File: src/rtl/moore_sw_pkg.sv
// Shared definitions for the two-state Moore switch receiver and its
// transmit-side sequence encoder: state encodings, encoder FSM states and
// the sw_in code constants.
package moore_sw_pkg;

  // Receiver state encodings (s1 is the receiver reset state)
  localparam logic S1 = 1'b0;
  localparam logic S2 = 1'b1;

  // Encoder FSM states
  typedef enum logic [1:0] {
    IDLE   = 2'd0,
    SETUP  = 2'd1,
    STROBE = 2'd2,
    HOLD   = 2'd3
  } enc_state_t;

  // sw_in code constants
  localparam logic [1:0] SW_ZERO  = 2'b00;
  localparam logic [1:0] SW_ONE   = 2'b01;
  localparam logic [1:0] SW_TWO   = 2'b10;
  localparam logic [1:0] SW_THREE = 2'b11;

endpackage

File: src/rtl/sw_seq_encoder_if.sv
// Symbol handshake between the sequence source (master) and the encoder
// (slave): one desired receiver state per accepted valid/ready transfer.
interface sw_seq_encoder_if;

  logic in_valid;
  logic in_bit;
  logic in_ready;

  modport master (
    output in_valid,
    output in_bit,
    input  in_ready
  );

  modport slave (
    input  in_valid,
    input  in_bit,
    output in_ready
  );

endinterface

File: src/rtl/sw_code_sel.sv
// Combinational sw_in code table: given the modelled receiver state, the
// wanted next state and the alternate-code phase, pick the code that forces
// that transition. Model 0 / want 0 has a single legal code.
module sw_code_sel
  import moore_sw_pkg::*;
(
  input  logic       model_i,
  input  logic       want_i,
  input  logic       alt_i,
  output logic [1:0] sw_o
);

  // Primary code when alt_i is low, alternate code when high
  always_comb begin
    sw_o = SW_ZERO;
    unique case ({model_i, want_i})
      2'b00:   sw_o = SW_ZERO;
      2'b01:   sw_o = alt_i ? SW_THREE : SW_ONE;
      2'b11:   sw_o = alt_i ? SW_TWO   : SW_ZERO;
      2'b10:   sw_o = alt_i ? SW_THREE : SW_ONE;
      default: sw_o = SW_ZERO;
    endcase
  end

endmodule

File: src/rtl/sw_seq_encoder.sv
// Transmit-side driver for the two-state Moore switch receiver. Accepts one
// desired receiver state per handshake, presents the forcing sw code for a
// setup window, pulses ctrl for one cycle, then holds the code for a hold
// window. The receiver state is tracked in model_state.
module sw_seq_encoder
  import moore_sw_pkg::*;
#(
  parameter int unsigned SETUP_CYC  = 2,
  parameter int unsigned HOLD_CYC   = 1,
  parameter bit          ALT_ROTATE = 1'b0,
  parameter int unsigned CNT_W      = 8
) (
  input  logic               clk,
  input  logic               reset,
  sw_seq_encoder_if.slave    sym_if,
  output logic [1:0]         sw_out,
  output logic               ctrl_out,
  output logic               model_state,
  output logic               busy,
  output logic [CNT_W-1:0]   sym_count
);

  // Phase counter reload values; the counter counts down to zero inside
  // SETUP and HOLD, so a window of N cycles loads N-1.
  localparam logic [3:0] SETUP_LD = 4'(SETUP_CYC - 1);
  localparam logic [3:0] HOLD_LD  = (HOLD_CYC == 0) ? 4'd0 : 4'(HOLD_CYC - 1);

  enc_state_t       state_q, state_d;
  logic [3:0]       cnt_q, cnt_d;
  logic [1:0]       sw_q, sw_d;
  logic             ctrl_q, ctrl_d;
  logic             want_q, want_d;
  logic             model_q, model_d;
  logic             alt_q, alt_d;
  logic [CNT_W-1:0] sym_q, sym_d;
  logic             hs;
  logic [1:0]       code;

  assign hs = sym_if.in_valid && (state_q == IDLE);

  // Code is chosen from the live in_bit so it can be registered at the
  // handshake edge and appear on sw_out one cycle later.
  sw_code_sel u_code_sel (
    .model_i (model_q),
    .want_i  (sym_if.in_bit),
    .alt_i   (alt_q),
    .sw_o    (code)
  );

  // State register
  always_ff @(posedge clk) begin
    if (reset) begin
      state_q <= IDLE;
    end else begin
      state_q <= state_d;
    end
  end

  // Next-state logic: IDLE -> SETUP -> STROBE -> (HOLD) -> IDLE
  always_comb begin
    state_d = state_q;
    unique case (state_q)
      IDLE:    if (hs) state_d = SETUP;
      SETUP:   if (cnt_q == 4'd0) state_d = STROBE;
      STROBE:  state_d = (HOLD_CYC == 0) ? IDLE : HOLD;
      HOLD:    if (cnt_q == 4'd0) state_d = IDLE;
      default: state_d = IDLE;
    endcase
  end

  // Output/datapath next values; ctrl is registered so it is high exactly
  // while the FSM sits in STROBE.
  always_comb begin
    cnt_d   = cnt_q;
    sw_d    = sw_q;
    want_d  = want_q;
    model_d = model_q;
    alt_d   = alt_q;
    sym_d   = sym_q;
    ctrl_d  = (state_d == STROBE);
    unique case (state_q)
      IDLE: begin
        if (hs) begin
          sw_d   = code;
          want_d = sym_if.in_bit;
          cnt_d  = SETUP_LD;
        end
      end
      SETUP: begin
        if (cnt_q != 4'd0) cnt_d = cnt_q - 4'd1;
      end
      STROBE: begin
        model_d = want_q;
        sym_d   = sym_q + CNT_W'(1);
        if (ALT_ROTATE) alt_d = ~alt_q;
        cnt_d   = HOLD_LD;
      end
      HOLD: begin
        if (cnt_q != 4'd0) cnt_d = cnt_q - 4'd1;
      end
      default: cnt_d = cnt_q;
    endcase
  end

  // Output and datapath registers; reset realigns with the receiver reset
  always_ff @(posedge clk) begin
    if (reset) begin
      cnt_q   <= 4'd0;
      sw_q    <= SW_ZERO;
      ctrl_q  <= 1'b0;
      want_q  <= S1;
      model_q <= S1;
      alt_q   <= 1'b0;
      sym_q   <= '0;
    end else begin
      cnt_q   <= cnt_d;
      sw_q    <= sw_d;
      ctrl_q  <= ctrl_d;
      want_q  <= want_d;
      model_q <= model_d;
      alt_q   <= alt_d;
      sym_q   <= sym_d;
    end
  end

  assign sym_if.in_ready = (state_q == IDLE);
  assign busy            = (state_q != IDLE);
  assign sw_out          = sw_q;
  assign ctrl_out        = ctrl_q;
  assign model_state     = model_q;
  assign sym_count       = sym_q;

endmodule

File: src/flat_wrapper.sv
// flat-port wrapper written by rule: the top's interface ports become plain ports
module sw_seq_encoder_flat import moore_sw_pkg::*;
#(
  parameter int unsigned SETUP_CYC  = 2,
  parameter int unsigned HOLD_CYC   = 1,
  parameter bit          ALT_ROTATE = 1'b0,
  parameter int unsigned CNT_W      = 8
)
  (clk, reset, sw_out, ctrl_out, model_state, busy, sym_count, sym_if_in_valid, sym_if_in_bit, sym_if_in_ready);
  sw_seq_encoder_if sym_if_i ();
  input  logic clk;
  input  logic reset;
  output logic [1:0] sw_out;
  output logic ctrl_out;
  output logic model_state;
  output logic busy;
  output logic [CNT_W-1:0] sym_count;
  input wire logic [$bits(sym_if_i.in_valid)-1:0] sym_if_in_valid;
  input wire logic [$bits(sym_if_i.in_bit)-1:0] sym_if_in_bit;
  output wire logic [$bits(sym_if_i.in_ready)-1:0] sym_if_in_ready;
  assign sym_if_i.in_valid = sym_if_in_valid;
  assign sym_if_i.in_bit = sym_if_in_bit;
  assign sym_if_in_ready = sym_if_i.in_ready;
  sw_seq_encoder #(.SETUP_CYC(SETUP_CYC), .HOLD_CYC(HOLD_CYC), .ALT_ROTATE(ALT_ROTATE), .CNT_W(CNT_W)) u_core (.clk(clk), .reset(reset), .sym_if(sym_if_i), .sw_out(sw_out), .ctrl_out(ctrl_out), .model_state(model_state), .busy(busy), .sym_count(sym_count));
endmodule
File: config.mk
export PLATFORM = sky130hd
export DESIGN_NAME = sw_seq_encoder_flat
export DESIGN_NICKNAME = d
export VERILOG_FILES = /design/src/rtl/moore_sw_pkg.sv /design/src/rtl/sw_seq_encoder_if.sv /design/src/rtl/sw_code_sel.sv /design/src/rtl/sw_seq_encoder.sv /design/src/flat_wrapper.sv
export SDC_FILE = /design/constraint.sdc
export NUM_CORES = 1
export LEC_CHECK = 0
export ABC_AREA = 1
export BUFFER_PORTS_ARGS = -buffer_cell sky130_fd_sc_hd__buf_2
export CORE_MARGIN = 5
export CORE_UTILIZATION = 56
export CTS_CLUSTER_DIAMETER = 150
export CTS_CLUSTER_SIZE = 20
export DETAILED_ROUTE_END_ITERATION = 10
export PLACE_DENSITY = 0.9
export REMOVE_ABC_BUFFERS = 1
export SYNTH_ARGS = -nofsm -noshare
export SYNTH_HDL_FRONTEND = slang
export SYNTH_SLANG_ARGS = --single-unit
File: constraint.sdc
create_clock -name clk -period 3.25 [get_ports clk]
set_input_delay 0.4875 -clock clk [delete_from_list [all_inputs] [get_ports clk]]
set_output_delay 0.4875 -clock clk [all_outputs]
set_load 0.05 [all_outputs]
==> results of run 1 <==
==> final cells by class <==
class,instances,area (sq um)
Timing Repair Buffer,16,80.1
Fill cell,136,492
Inverter,16,60.1
Tap cell,16,20.0
Multi-Input combinational cell,91,458
Clock buffer,4,36.3
Sequential cell,18,360
==> sequential cells by signal, summed over array words and instances (netlist names) <==
name	flops
u_core.ctrl_out	1
u_core.model_state	1
u_core.want_q	1
u_core.sym_count	8
u_core.state_q	2
u_core.sw_out	1
u_core.cnt_q	4
==> cells by family after synthesis <==
group / Yosys count / share of synthesized area [%]
xor+xnor: 3 / 2.95
buf+inv: 18 / 8.15
compound gates: 13 / 7.72
fa+ha+maj: 3 / 4.21
flops: 18 / 40.4
simple gates: 71 / 36.1
other cells: 1 / 0.421
==> worst max path at each step <==
stage                             start             endpoint  slack [ps]
detailed placement    u_core.state_q[0]                 busy        1800
global placement      u_core.state_q[0]                 busy        1830
global route          u_core.state_q[0]                 busy        1330
CTS                   u_core.state_q[0]                 busy        1460
finish                u_core.state_q[0]                 busy        1460
floorplan           u_core.sym_count[0]  u_core.sym_count[6]        1800
==> cell usage in the layout (no fill, tap or decap), drive strengths merged <==
| cell type | count |
|---|---|
| clkinv | 1 |
| nor2 | 31 |
| nand2 | 29 |
| or2 | 1 |
| a21oi | 6 |
| dfxtp | 18 |
| nor3 | 2 |
| o21ai | 7 |
| conb | 1 |
| xnor2 | 2 |
| nand3 | 8 |
| xor2 | 1 |
| buf | 16 |
| clkbuf | 4 |
| inv | 15 |
| ha | 3 |
==> through the flow <==
step | instances | hold slack (ps)
floorplan | 125 | 451
global placement | 157 | 466
detailed placement | 157 | 465
CTS | 161 | 394
global route | 161 | 403
finish | 161 | 390
==> power by group <==
group,switching [uW],internal (uW),leakage [uW]
Sequential,29.5,252,0.000147
Combinational,199,81.4,0.000329
Clock,72.0,68.4,0.0000210
Total,300,402,0.000497
==> routing by layer <==
metal	wire length (um)	vias up	global-route usage (%)
met2	782	17	24.2
met5	0	-	0
met4	40	0	7.86
li1	-	431	-
met1	809	356	17.6
met3	91	5	3.01
==> worst max-delay path: stages, from the launching register on <==
cell and delay [ps]:
dfxtp_1 460, inv_1 150, nand2_2 120, buf_2 270
==> results.toml, run 1 <==
[floorplan]
die_x_um = 49.9
die_area_sq_mm = 0.00249
fp-row-count = 14
core_sq_mm = 0.00151
start_util_pct = 59.1
die_h_um = 49.9
io_pins = 18

[synthesis]
async_reset_ff_share_pct = 0
synth_area_leaders = "dfxtp_1, nand2_1, nor2_1, inv_1, ha_1"
synth_commonest_cells = "nand2_1, nor2_1, dfxtp_1"
synth-main-ff-cell = "dfxtp_1"
netlist_instances = 127
yosysMostFrequentCell = "nand2_1"
synth.avg_cell_area_sq_um = 7.01
yosys_warnings = 0
synth_top_area_share_pct = 40.4
seq_area_frac_synth_pct = 40.4
syn-cell-area_sq_um = 891
synth_cell_type_count = 23
synth-seq-cells = 18
synth_top_area_cell = "dfxtp_1"
synth-edff-count = 0

[cts]
cts_resized = 0
cts_sinks = 18
cts-root-buf = "clkbuf_4"
clk_path_buf_depth = 2
htreeDepth = 1
cts_setup_buffers = 0
postCtsHoldBufs = 0
clk_latency_ps = 300
cts_buffers = 3
path_clk_slew_ps = 110
cts_tree = "done"

[worst_setup_path]
path_class = "flop to primary output"
r2r_start = "u_core.cnt_q[0]"
critPathLaunchType = "flop"
rrSetupSlack_ps = 1920
crit_arrival_ps = 1300
r2r_end = "u_core.cnt_q[0]"
crit_path_max_fanout = 6
crit_required_ps = 2760
critPathCaptureType = "primary output"
reg2reg_depth = 8

[routing]
first_iter_violations = 10
avgRoutedWirePerCell_um = 10.7
ant_nets = 0
finalWirelength_um = 1720
drtPass1Iterations = 4
vias_per_cell = 5.02
num_vias = 809
drc_errors = 0

[timing]
post-route-min-period_ps = 1790
setup_viol = 0
tns_ps = 0
fmax_mhz = 558
slew_viol_final = 0
hold_violations = 0
layout_setup_ws_ps = 1460
skew_ps = 7.11
grt_setup_unrepaired = "no"
period_share_pct = 55.2

[placed_design]
place_congestion = 0.919
pre_cts_slack_ps = 1800
hpwl_um = 1330
dpl_cell_area_sq_um = 978
portBuffers = 16

[hold_path]
hp-class = "primary input to flop"
worst_hold_path.endpoint = "u_core.cnt_q[2]"
whs_path_depth = 2
min-delay-start = "reset"

[global_routing]
antenna_found_initial = 0
first_global_vias = 707
grt-ovfl-total = 0
grt_pass1_wl_um = 2870
track_usage_pct = 14.7
grt_max_degree = 15

[status]
status = "finished, final reports clean"

[run]
max-cap-violations = 0

[layout]
fin_util_pct = 67.4
design_area_sq_mm = 0.00101
area_delta_synth_final_pct = 13.9
layout-drive-gt1-share_pct = 24.1
num_antenna_cells = 0
finalNetCount = 153

[pwr]
p_per_area_mw_per_mm2 = 692
p_leak_uw = 0.000497
ir_drop_uv = 467
fin_total_pwr_uw = 702
Note: power is estimated with default switching activity, not from simulation.
==> inputs of run 2 (changes only) <==
- CORE_UTILIZATION: 56 -> 52
- PLACE_DENSITY: 0.9 -> 0.85
- clock period: 3.25 -> 1.7 ns (I/O delays scaled with it)
==> run 2 against run 1 <==
  * Die area is 6.1% higher
  * Total power is 82% higher
  * Cell count stayed put
  * Largest cell class unchanged
==> results.toml, run 2 (same netlist as run 1, synthesis figures left out) <==
[status]
status = "finished, final reports clean"

[cts]
clk_path_buf_depth = 2
cts_buffers = 3
cts_resized = 0
cts_sinks = 18
htreeDepth = 1
path_clk_slew_ps = 90
cts-root-buf = "clkbuf_4"
clk_latency_ps = 280
cts_setup_buffers = 0
cts_tree = "done"
postCtsHoldBufs = 0

[layout]
mostFrequentLayoutCell = "nand2_1"
area_delta_synth_final_pct = 12.5
finalNetCount = 153
final_cell_count_no_fill = 161
largest_register_ffs = 8
seqCellArea_sq_um = 360
layout-drive-gt1-share_pct = 23.6
num_antenna_cells = 0
layout_common_cells = "nand2_1, nor2_1, dfxtp_1, buf_2, inv_1"
multi_input_area_sq_um = 458
fillers = 153

[timing]
tns_ps = 0
skew_ps = 2.84
grt_setup_unrepaired = "no"
period_share_pct = 91.1
setup_viol = 0
fmax_mhz = 645
holdWs_ps = 181
post-route-min-period_ps = 1550
slew_viol_final = 0
hold_violations = 0

[floorplan]
core_sq_mm = 0.00167
die_x_um = 51.4
start_util_pct = 53.3
die_area_sq_mm = 0.00264
io_pins = 18
fp-row-count = 15
die_h_um = 51.4

[worst_setup_path]
crit_path_max_fanout = 6
crit_buf_inv = 2
crit_arrival_ps = 1290
critPathLaunchType = "flop"
critPathLaunch = "u_core.state_q[0]"
r2r_start = "u_core.cnt_q[0]"
cp_slowest_cell = "dfxtp_1"
crit_family = "flip-flops"
cpPeakStageDelay_ps = 460
path_class = "flop to primary output"
critPathCaptureType = "primary output"
crit_required_ps = 1440
path_cells = "inv_1 > nand2_2 > buf_2"

[global_routing]
grt_max_degree = 15
antenna_found_initial = 0
grt_pass1_wl_um = 3130
first_global_vias = 778
grt-ovfl-total = 0
track_usage_pct = 15.7

[routing]
num_vias = 803
first_iter_violations = 10
ant_nets = 0
finalWirelength_um = 1760
drtPass1Iterations = 4
drc_errors = 0
avgRoutedWirePerCell_um = 10.9
vias_per_cell = 4.99

[pwr]
p_leak_uw = 0.000489
internal_power_uw = 720
p_clk_share_pct = 15.7
ir_drop_uv = 867
p_switching_uw = 557
swShare_pct = 43.6
power.share.sequential_pct = 42.3
combPwrFrac_pct = 42.0
p_per_area_mw_per_mm2 = 1270
fin_total_pwr_uw = 1280

[hold_path]
hp-class = "primary input to flop"
min-delay-start = "reset"

[placed_design]
place_congestion = 0.822
portBuffers = 16
place_inst = 158
hpwl_um = 1410

[run]
max-cap-violations = 0
## run 2: cell types whose count changed in the layout (fill, tap and decap cells not counted), sizes merged
cell	delta
clkbuf	-1
## run 2: final timing paths
path	endpoint	slack [ps]	cells after the start
worst min-delay path	u_core.cnt_q[2]	180	2
worst min register to register	u_core.cnt_q[1]	490	2
worst max-delay path	busy	150	3
worst max register to register	u_core.cnt_q[0]	410	8
## run 2: final cells by class
class	count	area share (%)
Timing Repair Buffer	16	7.99
Inverter	16	5.99
Multi-Input combinational cell	91	45.7
Sequential cell	18	36.0
Clock buffer	3	2.25
Tap cell	17	2.12
## run 2: power groups by stage
| stage | combinational [uW] | sequential, uW | clock, uW |
|---|---|---|---|
| finish | 537 | 540 | 200 |
| global route | 595 | 550 | 233 |
| CTS | 539 | 539 | 209 |
| detailed placement | 537 | 548 | 0 |
| global placement | 516 | 546 | 0 |
| floorplan | 352 | 618 | 0 |
## run 2: routing by layer
metal | GRT usage [%] | part of all wire [%] | up-vias
met4 | 6.55 | 1.4 | 0
met1 | 17.7 | 44 | 354
met3 | 2.62 | 4.6 | 4
li1 | - | - | 428
met2 | 28.6 | 50 | 17
met5 | 0 | 0 | -
## run 2: stage by stage
step,cell area [sq um],utilization [%],worst slack (ps)
2_1_floorplan,878,-,246
3_3_place_gp,980,58.7,513
3_5_place_dp,980,58.7,431
4_1_cts,1000,60.0,152
5_1_grt,1000,60.0,65.8
6_report,1000,60.0,151
